## src/rtl/rand_sched_pkg.sv

```systemverilog
// Shared types and constants for the rand_sched random-word scheduler.
// The CHECK state is only reachable when RAND_REJECT_EN is defined.
package rand_sched_pkg;

    typedef enum logic [1:0] {
        IDLE    = 2'd0,
        FILL    = 2'd1,
        CHECK   = 2'd2,
        DELIVER = 2'd3
    } state_t;

    localparam int                     REJ_CNT_W   = 8;
    localparam logic [REJ_CNT_W-1:0]   REJ_CNT_MAX = 8'd255;

endpackage

```

## src/rtl/rr_pick.sv

```systemverilog
// Combinational round-robin search: the first set request bit strictly
// after ptr (wrapping past NREQ-1 to 0) wins.
module rr_pick #(
    parameter int NREQ = 4,
    parameter int PW   = $clog2(NREQ)
) (
    input  logic [NREQ-1:0] req,
    input  logic [PW-1:0]   ptr,
    output logic [PW-1:0]   winner,
    output logic            any
);

    logic [PW-1:0] idx;

    // Scan from the farthest offset down to ptr+1 so the nearest request is the one that sticks.
    always_comb begin
        winner = '0;
        any    = 1'b0;
        idx    = '0;
        for (int i = NREQ; i >= 1; i--) begin
            idx = PW'((int'(ptr) + i) % NREQ);
            if (req[idx]) begin
                winner = idx;
                any    = 1'b1;
            end
        end
    end

endmodule

```

## src/rtl/rand_sched.sv

```systemverilog
// Round-robin scheduler handing out WIDTH-bit random words assembled from the
// 2-bit-per-cycle rand_gen stream. Each word uses bits nobody else sees.
// Optional feature: define RAND_REJECT_EN to add rejection sampling so words
// are uniform in [0, LIMIT); this also adds the reject_cnt port.
module rand_sched
    import rand_sched_pkg::*;
#(
    parameter int NREQ  = 4,
    parameter int WIDTH = 8,
    parameter int LIMIT = 160
) (
    input  logic                 clk,
    input  logic                 rst,
    input  logic [1:0]           rand_in,
    input  logic [NREQ-1:0]      req,
    output logic                 rand_valid,
    output logic [NREQ-1:0]      rand_gnt,
    output logic [WIDTH-1:0]     rand_data,
    output logic                 busy
`ifdef RAND_REJECT_EN
    ,
    output logic [REJ_CNT_W-1:0] reject_cnt
`endif
);

    localparam int             PW   = $clog2(NREQ);
    localparam int             HALF = WIDTH / 2;
    localparam int             CW   = $clog2(HALF + 1);
    localparam logic [CW-1:0]  LAST = CW'(HALF - 1);

    state_t            state;
    logic [PW-1:0]     ptr;
    logic [PW-1:0]     win;
    logic [CW-1:0]     cnt;
    logic [WIDTH-1:0]  acc;
    logic [PW-1:0]     pick_win;
    logic              pick_any;

`ifdef RAND_REJECT_EN
    localparam logic [WIDTH:0] LIM_V = (WIDTH + 1)'(LIMIT);

    function automatic logic [REJ_CNT_W-1:0] sat_inc(input logic [REJ_CNT_W-1:0] v);
        return (v == REJ_CNT_MAX) ? v : v + 1'b1;
    endfunction
`endif

    rr_pick #(
        .NREQ (NREQ),
        .PW   (PW)
    ) u_pick (
        .req    (req),
        .ptr    (ptr),
        .winner (pick_win),
        .any    (pick_any)
    );

    // Accumulator: cleared while idle, shifts in two fresh bits each FILL cycle.
    always_ff @(posedge clk) begin
        if (state == IDLE) begin
            acc <= '0;
        end else if (state == FILL) begin
            acc <= WIDTH'({acc, rand_in});
        end
    end

    // Scheduler FSM with all outputs registered; the winner is locked in at IDLE.
    always_ff @(posedge clk) begin
        if (rst) begin
            state      <= IDLE;
            ptr        <= PW'(NREQ - 1);
            win        <= '0;
            cnt        <= '0;
            busy       <= 1'b0;
            rand_valid <= 1'b0;
            rand_gnt   <= '0;
            rand_data  <= '0;
`ifdef RAND_REJECT_EN
            reject_cnt <= '0;
`endif
        end else begin
            rand_valid <= 1'b0;
            rand_gnt   <= '0;
            case (state)
                IDLE: begin
                    if (pick_any) begin
                        win   <= pick_win;
                        cnt   <= '0;
                        busy  <= 1'b1;
                        state <= FILL;
                    end
                end
                FILL: begin
                    if (!req[win]) begin
                        // Winner withdrew: drop the partial word, keep ptr.
                        busy  <= 1'b0;
                        state <= IDLE;
                    end else begin
                        cnt <= cnt + 1'b1;
                        if (cnt == LAST) begin
`ifdef RAND_REJECT_EN
                            state <= CHECK;
`else
                            state <= DELIVER;
`endif
                        end
                    end
                end
`ifdef RAND_REJECT_EN
                CHECK: begin
                    if (!req[win]) begin
                        busy  <= 1'b0;
                        state <= IDLE;
                    end else if ({1'b0, acc} < LIM_V) begin
                        state <= DELIVER;
                    end else begin
                        // Out of range: draw a completely fresh word.
                        cnt        <= '0;
                        reject_cnt <= sat_inc(reject_cnt);
                        state      <= FILL;
                    end
                end
`endif
                DELIVER: begin
                    rand_valid <= 1'b1;
                    rand_gnt   <= NREQ'(1) << win;
                    rand_data  <= acc;
                    ptr        <= win;
                    busy       <= 1'b0;
                    state      <= IDLE;
                end
                default: begin
                    busy  <= 1'b0;
                    state <= IDLE;
                end
            endcase
        end
    end

endmodule

```

## config.mk

```make
export PLATFORM = sky130hd
export DESIGN_NAME = rand_sched
export DESIGN_NICKNAME = d
export VERILOG_FILES = /design/src/rtl/rand_sched_pkg.sv /design/src/rtl/rr_pick.sv /design/src/rtl/rand_sched.sv
export SDC_FILE = /design/constraint.sdc
export NUM_CORES = 1
export LEC_CHECK = 0
export BUFFER_PORTS_ARGS = -buffer_cell sky130_fd_sc_hd__buf_2
export CORE_MARGIN = 4
export CORE_UTILIZATION = 48
export CTS_CLUSTER_DIAMETER = 80
export CTS_CLUSTER_SIZE = 20
export DETAILED_ROUTE_END_ITERATION = 8
export PLACE_DENSITY_LB_ADDON = 0.3
export SYNTH_ARGS = -nofsm -noshare
export SYNTH_HDL_FRONTEND = slang
export SYNTH_SLANG_ARGS = --single-unit
```

## constraint.sdc

```tcl
create_clock -name clk -period 1.2 [get_ports clk]
set_clock_uncertainty 0.05 [all_clocks]
set_input_delay 0.12 -clock clk [delete_from_list [all_inputs] [get_ports clk]]
set_output_delay 0.12 -clock clk [all_outputs]
set_load 0.03 [all_outputs]
```

; After elaboration in Yosys (flattened, before gate mapping)
; Cells that the tools add are included.
[word_totals]
ff_bits = 31
elab_cells = 64
mem_count = 0
output_inout_bits = 14
rom_bits = 0
latch_bits = 0
ramBits = 0
[op_classes]
muxes = 29
shifts = 1
magnitude_cmp = 5
bitwise_logic = 1
add_sub_neg = 5
div_mod_pow = 0
multipliers = 0
eq_ne = 7
n_reduce_logical = 7
[op_table]
columns = operator, n
row1 = "less-than comparator 2 x 3 -> 1 bit, second input constant", 5
row2 = two-way mux 2 bit, 7
row3 = two-way mux 1 bit, 12
row4 = binary-select mux 1 bit (select 2 bit), 5
row5 = two-way mux 3 bit, 2
row6 = case mux 3 bit (2 select lines), 1
row7 = AND reduction 2 bit, 3
row8 = "adder 2 x 1 -> 2 bit, second input constant", 2
row9 = "adder 2 bit, second input constant", 2
row10 = "inequality test 2 bit, second input constant", 2
row11 = case mux 2 bit (2 select lines), 1
row12 = "<< shifter 1 x 2 -> 4 bit, first input constant", 1
row13 = "adder 3 x 1 -> 3 bit, second input constant", 1
row14 = "== test 3 x 2 -> 1 bit, second input constant", 1
row15 = "inequality test 3 x 2 -> 1 bit, second input constant", 1
row16 = AND reduction 3 bit, 1
row17 = "== test 2 x 1 -> 1 bit, second input constant", 1
row18 = "== test 2 bit, second input constant", 1
row19 = zero test 2 bit, 1
row20 = "inequality test 2 x 1 -> 1 bit, second input constant", 1
row21 = case mux 1 bit (2 select lines), 1
row22 = nonzero test 2 bit, 1
row23 = OR reduction 2 bit, 1
row24 = inverter 1 bit, 1

; Longest topological paths before layout
[logic_depth]
word_depth = 9
depth_mapped = 4

; Cells and area by module
; A second synthesis with hierarchy kept.
[unflattened]
hier_cells = 149
hier_area_um2 = 1270.0
[modules_own_cells]
columns = mod, n_inst, area_per_inst_um2, cells_each, seq_area_each_um2
row1 = rand_sched, 1, 1178.6, 135, 620.6
row2 = rr_pick, 1, 91.3, 14, 0.0

; Worst setup path before layout
; No wires, ideal clock.
[synth_timing]
path_kind = reg2reg
startpoint = reg win[1]
endpoint = reg cnt[0]
synth_period_minus_slack_ps = 1278
setup_ps = 72
slack_ps = -78
t_arrival_ps = 1156
stages_incl_launch_ff = 4
path_cell_list = dfxtp_1 > mux2_2 > a22oi_4 > mux2i_1
[synth_between]
elab_chain_len = 4
[synth_lines]
columns = element, line_no
row1 = start: declaration, rand_sched.sv:33  ; logic [PW-1:0] win;
row2 = start signal: assignment, rand_sched.sv:86  ; win <= pick_win;
row3 = binary-select mux 1 bit (select 2 bit), rand_sched.sv:93  ; if (!req[win]) begin
row4 = two-way mux 1 bit (implied by the code), rand_sched.sv:93
row5 = inequality test 2 x 1 -> 1 bit (no line), n/a
row6 = AND reduction 3 bit (no line), n/a
row7 = end signal: assignment, rand_sched.sv:98  ; cnt <= cnt + 1'b1;
row8 = end: declaration, rand_sched.sv:34  ; logic [CW-1:0] cnt;
; No other way between the ends. The select of a mux whose other input is x is not followed.
; A chain may end at the register's enable or synchronous reset.

; Worst setup path in the final report
; Same ends and word-level chain as after synthesis.

==> summary.md <==
| Metric | Value |
|---|---|
| First-pass GRT wire length | 4200 µm |
| DP Worst Slack | -0.114 ns |
| Post-Synthesis Cells | 131 |
| Kind of critical path | flip-flop to flip-flop |
| Antenna violations before repair | 0 |
| DRC | 0 |
| Top-count cell post-synth | dfxtp_1 |
| Asr flop ratio synth | 0 |
| Finish-stage setup viols | 4 |
| RD Place Congestion | 0.846 |
| CP required | 1.38 ns |
| Post-synthesis sequential area ratio | 0.484 |
| Clk sinks | 31 |
| CTS tree | yes |
| Worst slew pin tran | 0.311 ns |
| Synthesized area | 1280 µm² |
| Netlist cell types | 34 |
| Pwr Total | 1860 µW |
| Critical Path Fanout Max | 5 |
| Die Y-Extent | 59.7 µm |
| Finished Layout Cells | 200 |
| WL per Instance | 12.7 µm |
| Die Width | 59.7 µm |
| Clk Latency, worst-skew pair | 0.32 ns |
| Tcrit/Tclk final | 1.10 |
| Syn nets | 141 |
| Reg-to-reg setup timing slack | -0.12 ns |
| Final nets | 179 |
| Setup crit end kind | flip-flop |
| Crit path to | cnt[0]$_SDFFE_PP0P_ |
| Outcome | finished, violations left |
| Vias per inst | 5.42 |
| Max_slew headroom | 0.791 |
| DR vias | 1083 |
| Dpl cells | 190 |
| Starting Density | 0.508 |
| Top_reg_cell synth | dfxtp_1 |
| Synth top cells by count | 31 x dfxtp_1, 26 x nand2_1, 9 x a21oi_1 |
| Cell Area, Placed | 1510 µm² |
| Critical R2R Capture | cnt[0]$_SDFFE_PP0P_ |
| Hold Path Class | input port to flip-flop |
| Total Routed Length | 2540 µm |
| H-tree levels | 2 |
| Pwr Density | 1150 nW/µm² |
| ANT cells | 0 |
| Core area | 2520 µm² |
| Max Slew Vio Count | 0 |
| Synth area leaders | dfxtp_1 48%, nand2_1 7.6%, mux2i_1 3.9% |
| Full die area | 3560 µm² |
| First drt pass iteration count | 4 |
| 1st-iter DRT viols | 24 |
| Number of synthesized flops with an enable pin | 0 |
| DP HPWL | 1860 µm |
| Hold Worst Slack | 0.00276 ns |
| Root Driver | clkbuf_4 |
| Avg Cell Area, Syn | 9.79 µm² |
| Clock transition at path regs | 0.09 ns |
| Share of cells above drive strength 1 | 0.365 |
| Total overflow reported by the global router | 0 |
| CTS max path bufs | 2 |
| Antenna Nets Post-Route | 0 |
| All-Layer GR Usage | 0.159 |
| P&R area growth vs syn | 26.3% |
| Largest net degree at the start of global routing | 18 |
| RSZ-0062 raised after global routing | true |
| Port Buffers | 21 |
| Vias in the first global route | 964 |
| Cell taking the most area after synthesis | dfxtp_1 |
| Violated checks | setup timing |
| Final Hold Fails | 0 |
| Crit. Startpoint | win[1]$_SDFFE_PP0P_ |
| Crit path time final | 1.32 ns |
| MaxCap Viol Count | 0 |
| Num CTS Buffers | 5 |
| Type of origin of the critical path | flip-flop |
| RR Startpoint | win[1]$_SDFFE_PP0P_ |
| Max Fclk | 760 MHz |
| Std-Cell Rows | 18 |
| FF-to-FF path depth | 3 |
| Pleak | 0.000712 µW |
| YS warnings | 0 |
| I/O pins | 22 |
| Seq cells post-synth | 31 |
| Post-synth top area share | 0.484 |
| Max VDD drop | 738 µV |
| Worst Path Arrival | 1.50 ns |
| Post-Layout Inst Area | 1620 µm² |
| Worst Slack Setup Final | -0.117 ns |
metal layers:
metal / GRT usage / share of wire
met1: 0.205 / 0.46
met2: 0.253 / 0.47
met3: 0.0454 / 0.055
met4: 0.0570 / 0.018
met5: 0 / 0
per-stage QoR:
| stage | utilization | setup TNS (ns) |
|---|---|---|
| 2_1_floorplan | - | -0.0542 |
| 6_report | 0.642 | -0.278 |
| 5_1_grt | 0.642 | -0.439 |
| 3_3_place_gp | 0.599 | -0.273 |
| 4_1_cts | 0.628 | -0.295 |
| 3_5_place_dp | 0.599 | -1.31 |
worst max-delay path: stages, from the launching register on:
cell and delay [ns]:
dfxtp_4 0.37, mux2_4 0.32, a22oi_4 0.26, mux2i_1 0.24
report_power, final:
group	internal, µW	total [µW]	switching, µW
registers	1050	1080	29.1
logic	115	227	112
clock network	228	555	327
logic make-up (layout without fill, tap and decap cells):
family,after synthesis,count (layout),synth area share
adder cells (fa/ha/maj),2,2,0.0195
AND/OR/NAND/NOR,46,46,0.193
multiplexers,7,7,0.0566
flip-flops,31,31,0.484
buffers and inverters,12,51,0.0400
AO/OA/AOI/OAI,33,33,0.207
repair_timing:
item	CTS	global route
hold buffers	1	0
setup endpoints to repair	26	24
pin swaps	1	2
hold endpoints to repair	1	0
buffers inserted	0	1
gates resized for setup	5	8
final cells by class:
class	instances	area (µm²)
multi-input combinational	88	643
tap	30	37.5
clock inverter	1	5.00
timing repair buffer	38	239
fill	214	902
inverter	5	18.8
sequential	31	632
clock buffer	7	45.0
registers in the layout (all words and copies together) (netlist names):
name / flops
rand_valid: 1
state: 2
busy: 1
acc: 8
rand_data: 8
win: 2
cnt: 3
rand_gnt: 4
ptr: 2
how the worst min path moves through the flow:
stage,slack [ns],end,start,cells past startpoint
2_1_floorplan,0.19,acc[1]$_SDFFE_PN0P_,rand_in[1],1
3_3_place_gp,0.28,acc[1]$_SDFFE_PN0P_,rand_in[1],2
3_5_place_dp,0.28,acc[1]$_SDFFE_PN0P_,rand_in[1],2
4_1_cts,0.007,acc[0]$_SDFFE_PN0P_,rand_in[0],3
5_1_grt,0.01,acc[0]$_SDFFE_PN0P_,rand_in[0],3
6_report,0.003,acc[0]$_SDFFE_PN0P_,rand_in[0],3
placed cells by master (no fill, tap or decap), types with 3 or more instances in the layout:
cell / instances
inv_1: 5
dfxtp_2: 3
o311ai_1: 3
dfxtp_1: 26
a21oi_1: 9
mux2i_1: 5
nor4_1: 4
buf_2: 21
nand2_1: 26
o21ai_0: 4
nand2b_1: 3
clkbuf_4: 5
a22o_1: 5
buf_4: 15
No activity file was read; power rests on OpenSTA's default activity.
